## src/rtl/sdr_host_pkg.sv

```systemverilog
// sdr_host_pkg: shared types and constants for the SDRAM host command front end.
package sdr_host_pkg;

  typedef enum logic [2:0] {
    IDLE,
    CALC,
    WR_REQ,
    WR_DATA,
    WR_WAIT,
    RD_REQ,
    RD_WAIT,
    FIN
  } state_t;

  // Word address layout seen by the controller
  localparam int BANK_MSB  = 24;
  localparam int BANK_LSB  = 23;
  localparam int ROW_MSB   = 22;
  localparam int ROW_LSB   = 10;
  localparam int COL_MSB   = 9;
  localparam int COL_LSB   = 0;
  localparam int ROW_WORDS = 1024;

endpackage

```

## src/rtl/sdr_host_if_if.sv

```systemverilog
// sdr_host_if_if: host command/data port and SDRAM controller request port of the front end.
// The front end uses the slave view; the host plus controller environment uses the master view.
interface sdr_host_if_if #(parameter int LEN_W = 12);
  logic             host_cmd_vld;
  logic             host_cmd_rdy;
  logic             host_cmd_wr;
  logic [31:0]      host_cmd_addr;
  logic [LEN_W-1:0] host_cmd_len;
  logic [15:0]      host_wdata;
  logic             host_wvld;
  logic             host_wrdy;
  logic [15:0]      host_rdata;
  logic             host_rvld;
  logic             host_done;

  logic             sdr_wr_req;
  logic [31:0]      sdr_waddr;
  logic [11:0]      sdr_wr_byte_cnt;
  logic [15:0]      sdr_wdata_in;
  logic             sdr_wdata_wr;
  logic             sdr_wr_ready;
  logic             sdr_wr_done;
  logic             sdr_rd_req;
  logic [31:0]      sdr_raddr;
  logic [11:0]      sdr_rd_word_cnt;
  logic [15:0]      sdr_rdata_out;
  logic             sdr_rd_vld;
  logic             sdr_rd_done;

  modport master (
    output host_cmd_vld, host_cmd_wr, host_cmd_addr, host_cmd_len, host_wdata, host_wvld,
    output sdr_wr_ready, sdr_wr_done, sdr_rdata_out, sdr_rd_vld, sdr_rd_done,
    input  host_cmd_rdy, host_wrdy, host_rdata, host_rvld, host_done,
    input  sdr_wr_req, sdr_waddr, sdr_wr_byte_cnt, sdr_wdata_in, sdr_wdata_wr,
    input  sdr_rd_req, sdr_raddr, sdr_rd_word_cnt
  );

  modport slave (
    input  host_cmd_vld, host_cmd_wr, host_cmd_addr, host_cmd_len, host_wdata, host_wvld,
    input  sdr_wr_ready, sdr_wr_done, sdr_rdata_out, sdr_rd_vld, sdr_rd_done,
    output host_cmd_rdy, host_wrdy, host_rdata, host_rvld, host_done,
    output sdr_wr_req, sdr_waddr, sdr_wr_byte_cnt, sdr_wdata_in, sdr_wdata_wr,
    output sdr_rd_req, sdr_raddr, sdr_rd_word_cnt
  );
endinterface

```

## src/rtl/sdr_chunk_calc.sv

```systemverilog
// sdr_chunk_calc: combinational chunk length, min(remaining, CHUNK_MAX, words left in row).
// The row term is active only when SDR_HOST_ROWSPLIT_EN is defined.
module sdr_chunk_calc
  import sdr_host_pkg::*;
#(
  parameter int CHUNK_MAX = 256,
  parameter int LEN_W     = 12
) (
  input  logic [LEN_W-1:0] remaining,
  input  logic [9:0]       col,
  output logic [11:0]      chunk
);

`ifdef SDR_HOST_ROWSPLIT_EN
  localparam bit ROW_LIMIT = 1'b1;
`else
  localparam bit ROW_LIMIT = 1'b0;
`endif

  logic [10:0] row_left;

  always_comb begin
    row_left = 11'(ROW_WORDS) - {1'b0, col};
    chunk    = 12'(CHUNK_MAX);
    if (32'(remaining) < 32'(CHUNK_MAX))
      chunk = 12'(remaining);
    if (ROW_LIMIT && ({1'b0, row_left} < chunk))
      chunk = {1'b0, row_left};
  end

endmodule

```

## src/rtl/sdr_host_if.sv

```systemverilog
// sdr_host_if: splits host read/write commands into controller-sized chunks, streams
// write data into the controller FIFO and forwards read beats back to the host.
module sdr_host_if
  import sdr_host_pkg::*;
#(
  parameter int CHUNK_MAX = 256,
  parameter int LEN_W     = 12
) (
  input logic          clk,
  input logic          rst_n,
  sdr_host_if_if.slave bus
);

  state_t           state, state_nxt;
  logic             out_en;
  logic [31:0]      addr_q;
  logic [LEN_W-1:0] remaining;
  logic             is_wr;
  logic [11:0]      beats_left;
  logic [11:0]      chunk;
  logic [31:0]      waddr_q, raddr_q;
  logic [11:0]      wcnt_q, rcnt_q;
  logic [15:0]      rdata_q;
  logic             rvld_q;
  logic             wrdy;
  logic             push;
  logic             accept;

  sdr_chunk_calc #(.CHUNK_MAX(CHUNK_MAX), .LEN_W(LEN_W)) u_chunk (
    .remaining(remaining),
    .col      (addr_q[COL_MSB:COL_LSB]),
    .chunk    (chunk)
  );

  // out_en keeps host_cmd_rdy low while reset is held, rising on the first clock after release
  assign accept = bus.host_cmd_vld & out_en & (state == IDLE);
  assign wrdy   = (state == WR_DATA) & bus.sdr_wr_ready & (beats_left != 12'd0);
  assign push   = bus.host_wvld & wrdy;

  assign bus.host_cmd_rdy    = out_en & (state == IDLE);
  assign bus.host_wrdy       = wrdy;
  assign bus.host_rdata      = rdata_q;
  assign bus.host_rvld       = rvld_q;
  assign bus.host_done       = (state == FIN);
  assign bus.sdr_wr_req      = (state == WR_REQ);
  assign bus.sdr_waddr       = waddr_q;
  assign bus.sdr_wr_byte_cnt = wcnt_q;
  assign bus.sdr_wdata_in    = (state == WR_DATA) ? bus.host_wdata : 16'd0;
  assign bus.sdr_wdata_wr    = push;
  assign bus.sdr_rd_req      = (state == RD_REQ);
  assign bus.sdr_raddr       = raddr_q;
  assign bus.sdr_rd_word_cnt = rcnt_q;

  // Chunk bookkeeping advances in CALC, so the chunk registers still hold the old address
  always_ff @(posedge clk or negedge rst_n) begin
    if (!rst_n) begin
      state      <= IDLE;
      out_en     <= 1'b0;
      addr_q     <= '0;
      remaining  <= '0;
      is_wr      <= 1'b0;
      beats_left <= '0;
      waddr_q    <= '0;
      raddr_q    <= '0;
      wcnt_q     <= '0;
      rcnt_q     <= '0;
      rdata_q    <= '0;
      rvld_q     <= 1'b0;
    end else begin
      state  <= state_nxt;
      out_en <= 1'b1;
      rvld_q <= (state == RD_WAIT) & bus.sdr_rd_vld;
      if ((state == RD_WAIT) && bus.sdr_rd_vld)
        rdata_q <= bus.sdr_rdata_out;
      case (state)
        IDLE: begin
          if (accept) begin
            addr_q    <= bus.host_cmd_addr;
            remaining <= bus.host_cmd_len;
            is_wr     <= bus.host_cmd_wr;
          end
        end
        CALC: begin
          addr_q     <= addr_q + 32'(chunk);
          remaining  <= remaining - LEN_W'(chunk);
          beats_left <= chunk;
          if (is_wr) begin
            waddr_q <= addr_q;
            wcnt_q  <= {chunk[10:0], 1'b0};
          end else begin
            raddr_q <= addr_q;
            rcnt_q  <= chunk;
          end
        end
        WR_DATA: begin
          if (push)
            beats_left <= beats_left - 12'd1;
        end
        default: ;
      endcase
    end
  end

  always_comb begin
    state_nxt = state;
    case (state)
      IDLE: begin
        if (accept)
          state_nxt = (bus.host_cmd_len == '0) ? FIN : CALC;
      end
      CALC:    state_nxt = is_wr ? WR_REQ : RD_REQ;
      WR_REQ:  state_nxt = WR_DATA;
      WR_DATA: begin
        if (push && (beats_left == 12'd1))
          state_nxt = WR_WAIT;
      end
      WR_WAIT: begin
        if (bus.sdr_wr_done)
          state_nxt = (remaining == '0) ? FIN : CALC;
      end
      RD_REQ:  state_nxt = RD_WAIT;
      RD_WAIT: begin
        if (bus.sdr_rd_done)
          state_nxt = (remaining == '0) ? FIN : CALC;
      end
      FIN:     state_nxt = IDLE;
      default: state_nxt = IDLE;
    endcase
  end

endmodule
```

## src/flat_wrapper.sv

```systemverilog
// flat-port wrapper written by rule: the top's interface ports become plain ports
module sdr_host_if_flat import sdr_host_pkg::*;
#(
  parameter int CHUNK_MAX = 256,
  parameter int LEN_W     = 12
)
  (clk, rst_n, bus_host_cmd_vld, bus_host_cmd_wr, bus_host_cmd_addr, bus_host_cmd_len, bus_host_wdata, bus_host_wvld, bus_sdr_wr_ready, bus_sdr_wr_done, bus_sdr_rdata_out, bus_sdr_rd_vld, bus_sdr_rd_done, bus_host_cmd_rdy, bus_host_wrdy, bus_host_rdata, bus_host_rvld, bus_host_done, bus_sdr_wr_req, bus_sdr_waddr, bus_sdr_wr_byte_cnt, bus_sdr_wdata_in, bus_sdr_wdata_wr, bus_sdr_rd_req, bus_sdr_raddr, bus_sdr_rd_word_cnt);
  sdr_host_if_if #(.LEN_W(LEN_W)) bus_i ();
  input logic clk;
  input logic rst_n;
  input wire logic [$bits(bus_i.host_cmd_vld)-1:0] bus_host_cmd_vld;
  input wire logic [$bits(bus_i.host_cmd_wr)-1:0] bus_host_cmd_wr;
  input wire logic [$bits(bus_i.host_cmd_addr)-1:0] bus_host_cmd_addr;
  input wire logic [$bits(bus_i.host_cmd_len)-1:0] bus_host_cmd_len;
  input wire logic [$bits(bus_i.host_wdata)-1:0] bus_host_wdata;
  input wire logic [$bits(bus_i.host_wvld)-1:0] bus_host_wvld;
  input wire logic [$bits(bus_i.sdr_wr_ready)-1:0] bus_sdr_wr_ready;
  input wire logic [$bits(bus_i.sdr_wr_done)-1:0] bus_sdr_wr_done;
  input wire logic [$bits(bus_i.sdr_rdata_out)-1:0] bus_sdr_rdata_out;
  input wire logic [$bits(bus_i.sdr_rd_vld)-1:0] bus_sdr_rd_vld;
  input wire logic [$bits(bus_i.sdr_rd_done)-1:0] bus_sdr_rd_done;
  output wire logic [$bits(bus_i.host_cmd_rdy)-1:0] bus_host_cmd_rdy;
  output wire logic [$bits(bus_i.host_wrdy)-1:0] bus_host_wrdy;
  output wire logic [$bits(bus_i.host_rdata)-1:0] bus_host_rdata;
  output wire logic [$bits(bus_i.host_rvld)-1:0] bus_host_rvld;
  output wire logic [$bits(bus_i.host_done)-1:0] bus_host_done;
  output wire logic [$bits(bus_i.sdr_wr_req)-1:0] bus_sdr_wr_req;
  output wire logic [$bits(bus_i.sdr_waddr)-1:0] bus_sdr_waddr;
  output wire logic [$bits(bus_i.sdr_wr_byte_cnt)-1:0] bus_sdr_wr_byte_cnt;
  output wire logic [$bits(bus_i.sdr_wdata_in)-1:0] bus_sdr_wdata_in;
  output wire logic [$bits(bus_i.sdr_wdata_wr)-1:0] bus_sdr_wdata_wr;
  output wire logic [$bits(bus_i.sdr_rd_req)-1:0] bus_sdr_rd_req;
  output wire logic [$bits(bus_i.sdr_raddr)-1:0] bus_sdr_raddr;
  output wire logic [$bits(bus_i.sdr_rd_word_cnt)-1:0] bus_sdr_rd_word_cnt;
  assign bus_i.host_cmd_vld = bus_host_cmd_vld;
  assign bus_i.host_cmd_wr = bus_host_cmd_wr;
  assign bus_i.host_cmd_addr = bus_host_cmd_addr;
  assign bus_i.host_cmd_len = bus_host_cmd_len;
  assign bus_i.host_wdata = bus_host_wdata;
  assign bus_i.host_wvld = bus_host_wvld;
  assign bus_i.sdr_wr_ready = bus_sdr_wr_ready;
  assign bus_i.sdr_wr_done = bus_sdr_wr_done;
  assign bus_i.sdr_rdata_out = bus_sdr_rdata_out;
  assign bus_i.sdr_rd_vld = bus_sdr_rd_vld;
  assign bus_i.sdr_rd_done = bus_sdr_rd_done;
  assign bus_host_cmd_rdy = bus_i.host_cmd_rdy;
  assign bus_host_wrdy = bus_i.host_wrdy;
  assign bus_host_rdata = bus_i.host_rdata;
  assign bus_host_rvld = bus_i.host_rvld;
  assign bus_host_done = bus_i.host_done;
  assign bus_sdr_wr_req = bus_i.sdr_wr_req;
  assign bus_sdr_waddr = bus_i.sdr_waddr;
  assign bus_sdr_wr_byte_cnt = bus_i.sdr_wr_byte_cnt;
  assign bus_sdr_wdata_in = bus_i.sdr_wdata_in;
  assign bus_sdr_wdata_wr = bus_i.sdr_wdata_wr;
  assign bus_sdr_rd_req = bus_i.sdr_rd_req;
  assign bus_sdr_raddr = bus_i.sdr_raddr;
  assign bus_sdr_rd_word_cnt = bus_i.sdr_rd_word_cnt;
  sdr_host_if #(.CHUNK_MAX(CHUNK_MAX), .LEN_W(LEN_W)) u_core (.clk(clk), .rst_n(rst_n), .bus(bus_i));
endmodule
```

## config.mk

```make
export PLATFORM = sky130hd
export DESIGN_NAME = sdr_host_if_flat
export DESIGN_NICKNAME = d
export VERILOG_FILES = /design/src/rtl/sdr_host_pkg.sv /design/src/rtl/sdr_host_if_if.sv /design/src/rtl/sdr_chunk_calc.sv /design/src/rtl/sdr_host_if.sv /design/src/flat_wrapper.sv
export SDC_FILE = /design/constraint.sdc
export NUM_CORES = 1
export LEC_CHECK = 0
export ABC_AREA = 1
export CORE_UTILIZATION = 69
export CTS_CLUSTER_SIZE = 10
export DETAILED_ROUTE_END_ITERATION = 10
export DONT_BUFFER_PORTS = 1
export HOLD_SLACK_MARGIN = 0.08
export PLACE_DENSITY = 0.95
export SYNTH_ARGS = -nofsm -noshare
export SYNTH_HDL_FRONTEND = slang
export SYNTH_HIERARCHICAL = 1
export SYNTH_SLANG_ARGS = --single-unit
export TNS_END_PERCENT = 20
```

## constraint.sdc

```tcl
create_clock -name clk -period 3.85 [get_ports clk]
set_input_delay 0.9625 -clock clk [delete_from_list [all_inputs] [get_ports clk]]
set_output_delay 0.9625 -clock clk [all_outputs]
set_load 0.03 [all_outputs]
```

==> impl_metrics.yaml, run 1 <==
timing:
  setup_violations: 0
  period_minus_slack_ps: 3150
  fin_tns_setup_ps: 0
  grt_setup_unrepaired: "no"
  slew_headroom: 0.343
  hold_violations: 0
  finalClockSkew_ps: 9.66
  worst_pin_slew_ps: 979
  fmax_mhz: 318
  finalCritPeriodShare: 0.817
  slew_viol_final: 0
  timing.hold.ws_ps: 227
finish:
  seq_area_um2: 4130
  layout_common_cells: "nand2_1 (397), dfrtp_1 (165), inv_1 (145)"
  drive_above_1_share: 0.0462
  final_common_cell: "nand2_1"
  area_delta_synth_final_pct: 7.03
  multiInputGateArea_um2: 4130
  fillCellCount: 956
  utilization: 0.764
  nets: 1313
  num_antenna_cells: 0
yosys:
  synthCells: 1217
  avgSynthCellArea_um2: 7.46
  async_reset_ff_frac: 1.00
  yosysWarnings: 6
  yosysSeqAreaShare: 0.455
  synth_edf_count: 0
  dominantRegCellSynth: "dfrtp_1"
  ys_ff_latch: 165
  synth_cell_types: 40
  syn_area_um2: 9080
floorplanning:
  dieWidth_um: 117
  initial_core_util: 0.714
  fp.coreArea_um2: 12700
  dieArea_um2: 13600
  rows: 41
  die_h_um: 117
  ios: 212
place:
  io_buffers: 0
  dpl.hpwl_um: 17100
  gp_congestion: 0.978
critical_path:
  cp_data_arrival_time_ps: 2180
  worstPathRequired_ps: 2890
  path_class: "reg2out"
  path_max_fanout: 32
  start_kind: "flop"
  r2r-start: "u_core/remaining[11]"
  end_kind: "output port"
  timing.reg2reg.setup_slack_ps: 900
  startpoint: "u_core/state[2]"
global_route:
  grt_pass1_wl_um: 38000
  first_global_vias: 7746
  antenna_found_initial: 0
  grtUsageTotal: 0.368
  grt.overflow.total: 0
  grt_max_degree: 166
cts:
  ctsHoldBuffers: 0
  h-tree-depth: 4
  numCtsBuffers: 17
  cts_max_path_buffers: 2
  cts.repair.resized: 0
  cts.clk_slew.worst_paths_ps: 60
  clk_latency_ps: 430
  cts_post_setup_buffers_inserted: 0
  cts.sinks: 165
  cts_tree: "yes"
  cts_root_buffer: "clkbuf_16"
route:
  vias: 8265
  drt_wl_total_um: 24100
  avgRoutedWirePerCell_um: 17.4
  antenna_left: 0
  drc_errors: 0
  avgViaCountPerCell: 5.97
  detail_route.iter0.violations: 904
  dr.pass1.iters: 6
power:
  power_frac_clock: 0.186
  p_sw_frac: 0.502
  power_frac_seq: 0.422
  switchingPower_w: 0.00481
  cellLeakagePower_nw: 4.95
  ir_drop_uv: 591
  power.density_nw_per_um2: 985
  intPower_w: 0.00477
  combPwrFrac: 0.392
outcome:
  status: "complete, no violations"
run:
  drv_cap: 0
worst_hold_path:
  min_path_type: "in2async"
-- cells by family (layout without fill, tap and decap cells) --
group / after synthesis / in the layout / synth area share
adder cells (fa/ha/maj): 28 / 28 / 0.0402
buffers and inverters: 197 / 190 / 0.0912
flip-flops: 165 / 165 / 0.455
AO/OA/AOI/OAI: 196 / 196 / 0.122
other: 3 / 5 / 0.00124
XOR/XNOR: 16 / 16 / 0.0154
AND/OR/NAND/NOR: 612 / 612 / 0.275
-- worst paths after layout --
check,end,cells after the start
max in group asynchronous,u_core/beats_left[10],0
hold reg to reg,u_core/addr_q[30],2
setup reg to reg,u_core/addr_q[20],14
hold / removal,u_core/bus.sdr_waddr[20],0
min in group clk,u_core/addr_q[30],2
setup / recovery,bus_sdr_wdata_wr,5
-- sequential cells by signal, summed over array words and instances, names as in the netlist, 3 cells and up --
register,count
u_core/bus.sdr_waddr,32
u_core/beats_left,12
u_core/addr_q,32
u_core/remaining,12
u_core/bus.sdr_wr_byte_cnt,11
u_core/bus.sdr_rd_word_cnt,12
u_core/bus.sdr_raddr,32
u_core/state,3
u_core/bus.host_rdata,16
-- layer usage --
layer / part of all wire / up-vias / GRT usage
met3: 0.13 / 76 / 0.121
met4: 0.035 / 0 / 0.178
met1: 0.40 / 3839 / 0.481
li1: - / 3854 / -
met5: 0 / - / 0
met2: 0.44 / 496 / 0.554
-- layout make-up --
| cell class | instances | share of cell area |
|---|---|---|
| clock buffer | 18 | 0.0442 |
| clock inverter | 13 | 0.0188 |
| inverter | 153 | 0.0591 |
| multi-input combinational | 857 | 0.425 |
| sequential | 165 | 0.425 |
| tap | 172 | 0.0221 |
| timing repair buffer | 6 | 0.00592 |
-- synth_stat cells, types with 15 or more instances --
| library cell | n | area (um^2) |
|---|---|---|
| ha_1 | 26 | 325 |
| o21ai_1 | 44 | 220 |
| nor2_1 | 101 | 379 |
| o211ai_1 | 16 | 120 |
| clkbuf_1 | 18 | 67.6 |
| nand4_1 | 15 | 93.8 |
| inv_1 | 145 | 544 |
| a21oi_1 | 26 | 130 |
| dfrtp_1 | 165 | 4130 |
| nand3_1 | 66 | 330 |
| nand2_1 | 397 | 1490 |
| o21ai_0 | 77 | 385 |
-- stage by stage --
step | setup WS (ps) | total power (W) | cells | cell area (um^2)
after floorplan | 1410 | 0.00678 | 1219 | 9090
after global placement | 1240 | 0.00747 | 1353 | 9110
after detailed placement | 1060 | 0.00766 | 1353 | 9110
after CTS | 697 | 0.00948 | 1384 | 9720
after global routing | 484 | 0.0102 | 1384 | 9720
final | 704 | 0.00958 | 1384 | 9720
-- power groups by stage --
stage	Sequential, W	Combinational, W	Clock, W
floorplan	0.00386	0.00293	0
global placement	0.00402	0.00345	0
detailed placement	0.00404	0.00362	0
CTS	0.00404	0.00366	0.00179
global route	0.00415	0.00421	0.00187
finish	0.00405	0.00375	0.00178
-- worst max-delay path: stages, from the launching register on --
cell     delay [ps]
dfrtp_1         460
inv_2           140
nand3_2         470
nor2_2          300
nand3_1         140
inv_1           230
Power figures use the tool's default switching activity.
==> run 2, diff against run 1 <==
Settings changed: CORE_UTILIZATION 69 to 64, PLACE_DENSITY 0.95 to 0.91.
Clock period 3.85 ns to 3.25 ns, I/O delays scaled along.
==> impl_metrics.yaml, run 2 (synthesis gave the netlist of run 1 again) <==
outcome:
  status: "complete, no violations"
finish:
  final_cell_area_um2: 9830
  final_common_cell: "nand2_1"
  num_antenna_cells: 0
  drive_above_1_share: 0.0517
  area_delta_synth_final_pct: 8.20
  layout_common_cells: "nand2_1 (397), dfrtp_1 (165), inv_1 (145)"
  nets: 1319
global_route:
  grtUsageTotal: 0.334
  grt.overflow.total: 0
  grt_max_degree: 166
  first_global_vias: 7551
  antenna_found_initial: 0
  grt_pass1_wl_um: 37800
timing:
  fmax_mhz: 358
  timing.hold.ws_ps: 83.0
  slew_headroom: 0.519
  finalClockSkew_ps: 11.6
  period_minus_slack_ps: 2800
  finalCritPeriodShare: 0.860
  worst_pin_slew_ps: 722
  grt_setup_unrepaired: "no"
  slew_viol_final: 0
  hold_violations: 0
  fin_tns_setup_ps: 0
  setup_violations: 0
route:
  vias: 8089
  drc_errors: 0
  antenna_left: 0
  avgViaCountPerCell: 5.79
  avgRoutedWirePerCell_um: 17.2
  drt_wl_total_um: 24000
  detail_route.iter0.violations: 802
  dr.pass1.iters: 6
critical_path:
  end_kind: "output port"
  r2r_end: "u_core/remaining[11]"
  timing.reg2reg.setup_slack_ps: 490
  worstPathRequired_ps: 2440
  start_kind: "flop"
  cp_data_arrival_time_ps: 1980
  path_class: "reg2out"
  reg2reg_depth: 12
  path_max_fanout: 18
  r2r-start: "u_core/remaining[8]"
floorplanning:
  die_h_um: 121
  rows: 43
  dieWidth_um: 121
  initial_core_util: 0.654
  fp.coreArea_um2: 13900
  ios: 212
  dieArea_um2: 14700
cts:
  cts.clk_slew.worst_paths_ps: 70
  cts_tree: "yes"
  cts_root_buffer: "clkbuf_16"
  h-tree-depth: 4
  cts.sinks: 165
  cts_max_path_buffers: 2
  clk_latency_ps: 430
  numCtsBuffers: 17
run:
  drv_cap: 0
power:
  ir_drop_uv: 600
  intPower_w: 0.00573
  switchingPower_w: 0.00567
  total_power_w: 0.0114
  power_frac_clock: 0.190
  p_sw_frac: 0.497
  cellLeakagePower_nw: 5.01
  power.density_nw_per_um2: 1160
  power_frac_seq: 0.420
  combPwrFrac: 0.390
place:
  place_area_um2: 9170
  io_buffers: 0
  dpl.hpwl_um: 17100
  gp_congestion: 0.967
worst_hold_path:
  min_path_type: "in2async"
run 2: changes by cell type in the layout (fill, tap and decap cells not counted):
cell | before | now
buf_16 | 0 | 1
clkinv_2 | 3 | 2
buf_12 | 1 | 2
buf_4 | 5 | 9
clkbuf_8 | 0 | 2
clkbuf_1 | 1 | 0
run 2: how the worst max path moves through the flow:
stage,startpoint,to,slack [ps],cells past startpoint
5_1_grt,u_core/remaining[8],u_core/addr_q[16],300,14
6_report,u_core/state[2],bus_sdr_wdata_wr,450,5
2_1_floorplan,u_core/state[2],bus_sdr_wdata_in[10],960,6
4_1_cts,u_core/state[2],bus_sdr_wdata_wr,480,5
3_5_place_dp,u_core/remaining[8],u_core/addr_q[20],590,14
3_3_place_gp,u_core/remaining[8],u_core/addr_q[16],760,14
run 2: power groups by stage:
stage          Sequential, W  Clock, W  Combinational (W)
3_3_place_gp         0.00477         0            0.00413
2_1_floorplan        0.00457         0            0.00347
4_1_cts              0.00478   0.00218            0.00434
6_report             0.00479   0.00217            0.00444
3_5_place_dp         0.00480         0            0.00430
5_1_grt              0.00491   0.00227            0.00500
run 2: layout make-up:
type	count	area, um^2
inverters	153	574
flip-flops and latches	165	4130
clock buffers	19	453
well taps	180	225
clock inverters	12	178
fillers	1083	4060
repair buffers	12	135
multi-input cells	857	4130
run 2: stage by stage:
step                 util  worst slack [ps]  instances
floorplan               -               962       1219
global placement    0.660               764       1366
detailed placement  0.660               586       1366
CTS                 0.706               478       1397
global route        0.708               300       1398
finish              0.708               454       1398
run 2: critical path: stages, from the launching register on:
cell,delay [ps]
dfrtp_1,470
inv_2,140
nand3_2,320
nor2_2,250
nand3_1,140
inv_1,240
run 2: repair_timing:
action	4_1_cts	5_1_grt
hold endpoints to repair	161	49
buffers inserted	0	0
gates resized for setup	0	0
run 2: layer usage:
layer  GRT usage  part of all wire  up-vias  wire, um
met5           0                 0        -         0
met4       0.123             0.026        0       628
met3      0.0921              0.11       51      2530
met2       0.518              0.45      432     10800
met1       0.447              0.42     3742     10000
li1            -                 -     3864         -
==> run 3, diff against run 2 <==
Settings changed: GPL_TIMING_DRIVEN from default to 0.
==> impl_metrics.yaml, run 3 (synthesis gave the netlist of run 1 again) <==
outcome:
  status: "complete, no violations"
route:
  dr.pass1.iters: 6
  drt_wl_total_um: 26000
  detail_route.iter0.violations: 1023
  drc_errors: 0
  antenna_left: 0
  vias: 8476
  avgRoutedWirePerCell_um: 18.1
  avgViaCountPerCell: 5.92
finish:
  final_common_cell: "nand2_1"
  layout_common_cells: "nand2_1 (397), dfrtp_1 (165), inv_1 (145)"
  drive_above_1_share: 0.0631
  final_cell_area_um2: 9940
  area_delta_synth_final_pct: 9.49
  nets: 1351
  stdcell_count: 1431
  num_antenna_cells: 0
  fillCellCount: 1108
floorplanning:
  ios: 212
  rows: 43
  dieWidth_um: 121
  dieArea_um2: 14700
  die_h_um: 121
  initial_core_util: 0.654
  fp.coreArea_um2: 13900
timing:
  finalCritPeriodShare: 0.947
  worst_pin_slew_ps: 1050
  fin_tns_setup_ps: 0
  grt_setup_unrepaired: "no"
  setup_violations: 0
  slew_headroom: 0.297
  fmax_mhz: 325
  finalClockSkew_ps: 10.2
  hold_violations: 0
  period_minus_slack_ps: 3080
  slew_viol_final: 0
  layout_setup_ws_ps: 172
cts:
  cts_max_path_buffers: 2
  numCtsBuffers: 17
  cts.sinks: 165
  cts_root_buffer: "clkbuf_16"
  clk_latency_ps: 430
  cts.clk_slew.worst_paths_ps: 60
  cts_tree: "yes"
  h-tree-depth: 4
critical_path:
  crit_slowest_cell: "nor2_1"
  end_kind: "flop"
  worstPathRequired_ps: 3540
  path_delay_family: "simple AND/OR/NAND/NOR gates"
  path_class: "reg2reg"
  start_kind: "flop"
  path_cells: "nor2_1, nand2_2, nor2_1, inv_1, ha_1, a21oi_1, o21ai_0, a31oi_1, xor2_1, o21bai_1"
  path_max_fanout: 10
  worst-path-buf-inv: 1
  crit_path_max_incr_delay_ps: 490
  critPathMostFrequentCell: "nor2_1"
  cp_data_arrival_time_ps: 3360
place:
  pre_cts_ws_ps: 189
  gp_congestion: 0.969
  place_area_um2: 9310
  dpl.cell_count: 1399
  dpl.hpwl_um: 19100
  io_buffers: 0
global_route:
  antenna_found_initial: 0
  grt.overflow.total: 0
  first_global_vias: 8038
  grtUsageTotal: 0.363
  grt_max_degree: 166
  grt_pass1_wl_um: 40600
run:
  drv_cap: 0
power:
  power.density_nw_per_um2: 1160
  cellLeakagePower_nw: 5.08
  ir_drop_uv: 620
worst_hold_path:
  min_path_type: "in2async"
==> run 3: cell type report <==
type                            instances  area, um^2  share of cell area
Buffer                                 44         254              0.0255
Clock buffer                           21         470              0.0473
Clock inverter                         11         149              0.0150
Inverter                              153         574              0.0578
Multi-Input combinational cell        857        4140               0.417
Sequential cell                       165        4130               0.415
Tap cell                              180         225              0.0227
==> run 3: metal layers <==
layer / wire, um / vias up / part of all wire / track usage
met3: 2930 / 67 / 0.11 / 0.0930
met5: 0 / - / 0 / 0
li1: - / 3925 / - / -
met2: 11900 / 529 / 0.46 / 0.578
met4: 774 / 0 / 0.030 / 0.145
met1: 10400 / 3955 / 0.40 / 0.475
==> run 3: path summary, 6_finish.rpt <==
kind	from	endpoint	slack (ps)	cells past startpoint
min	rst_n	u_core/beats_left[2]	70	0
min in group clk	bus_sdr_rdata_out[11]	u_core/bus.host_rdata[11]	500	2
max in group asynchronous	rst_n	u_core/bus.sdr_rd_word_cnt[1]	2820	0
max reg2reg	u_core/remaining[8]	u_core/remaining[7]	170	10
max	u_core/remaining[8]	u_core/remaining[7]	170	10
min reg2reg	u_core/addr_q[31]	u_core/addr_q[31]	510	2
==> run 3: repair_timing <==
action	in CTS	in global routing
buffers inserted	0	0
endpoints found under the setup margin	0	5
hold endpoints to repair	165	165
gates resized for setup	0	3
==> run 3: metrics by stage <==
step | total power (W) | hold slack (ps) | util
6_report | 0.0115 | 71.9 | 0.716
5_1_grt | 0.0123 | 56.7 | 0.716
4_1_cts | 0.0114 | 64.6 | 0.716
3_5_place_dp | 0.00928 | 497 | 0.671
3_3_place_gp | 0.00905 | 487 | 0.671
2_1_floorplan | 0.00804 | 469 | -
==> run 3: report_power, final <==
part / leakage, nW / switching, W / internal (W)
Clock: 0.307 / 0.000829 / 0.00127
Sequential: 2.08 / 0.00183 / 0.00296
Combinational: 2.69 / 0.00315 / 0.00151
==> run 3: worst reg2reg max path, cell delays in order, from the launching register on <==
cell and delay (ps):
dfrtp_1 430, nor2_1 150, nand2_2 220, nor2_1 490
inv_1 190, ha_1 410, a21oi_1 220, o21ai_0 200
a31oi_1 340, xor2_1 210, o21bai_1 80
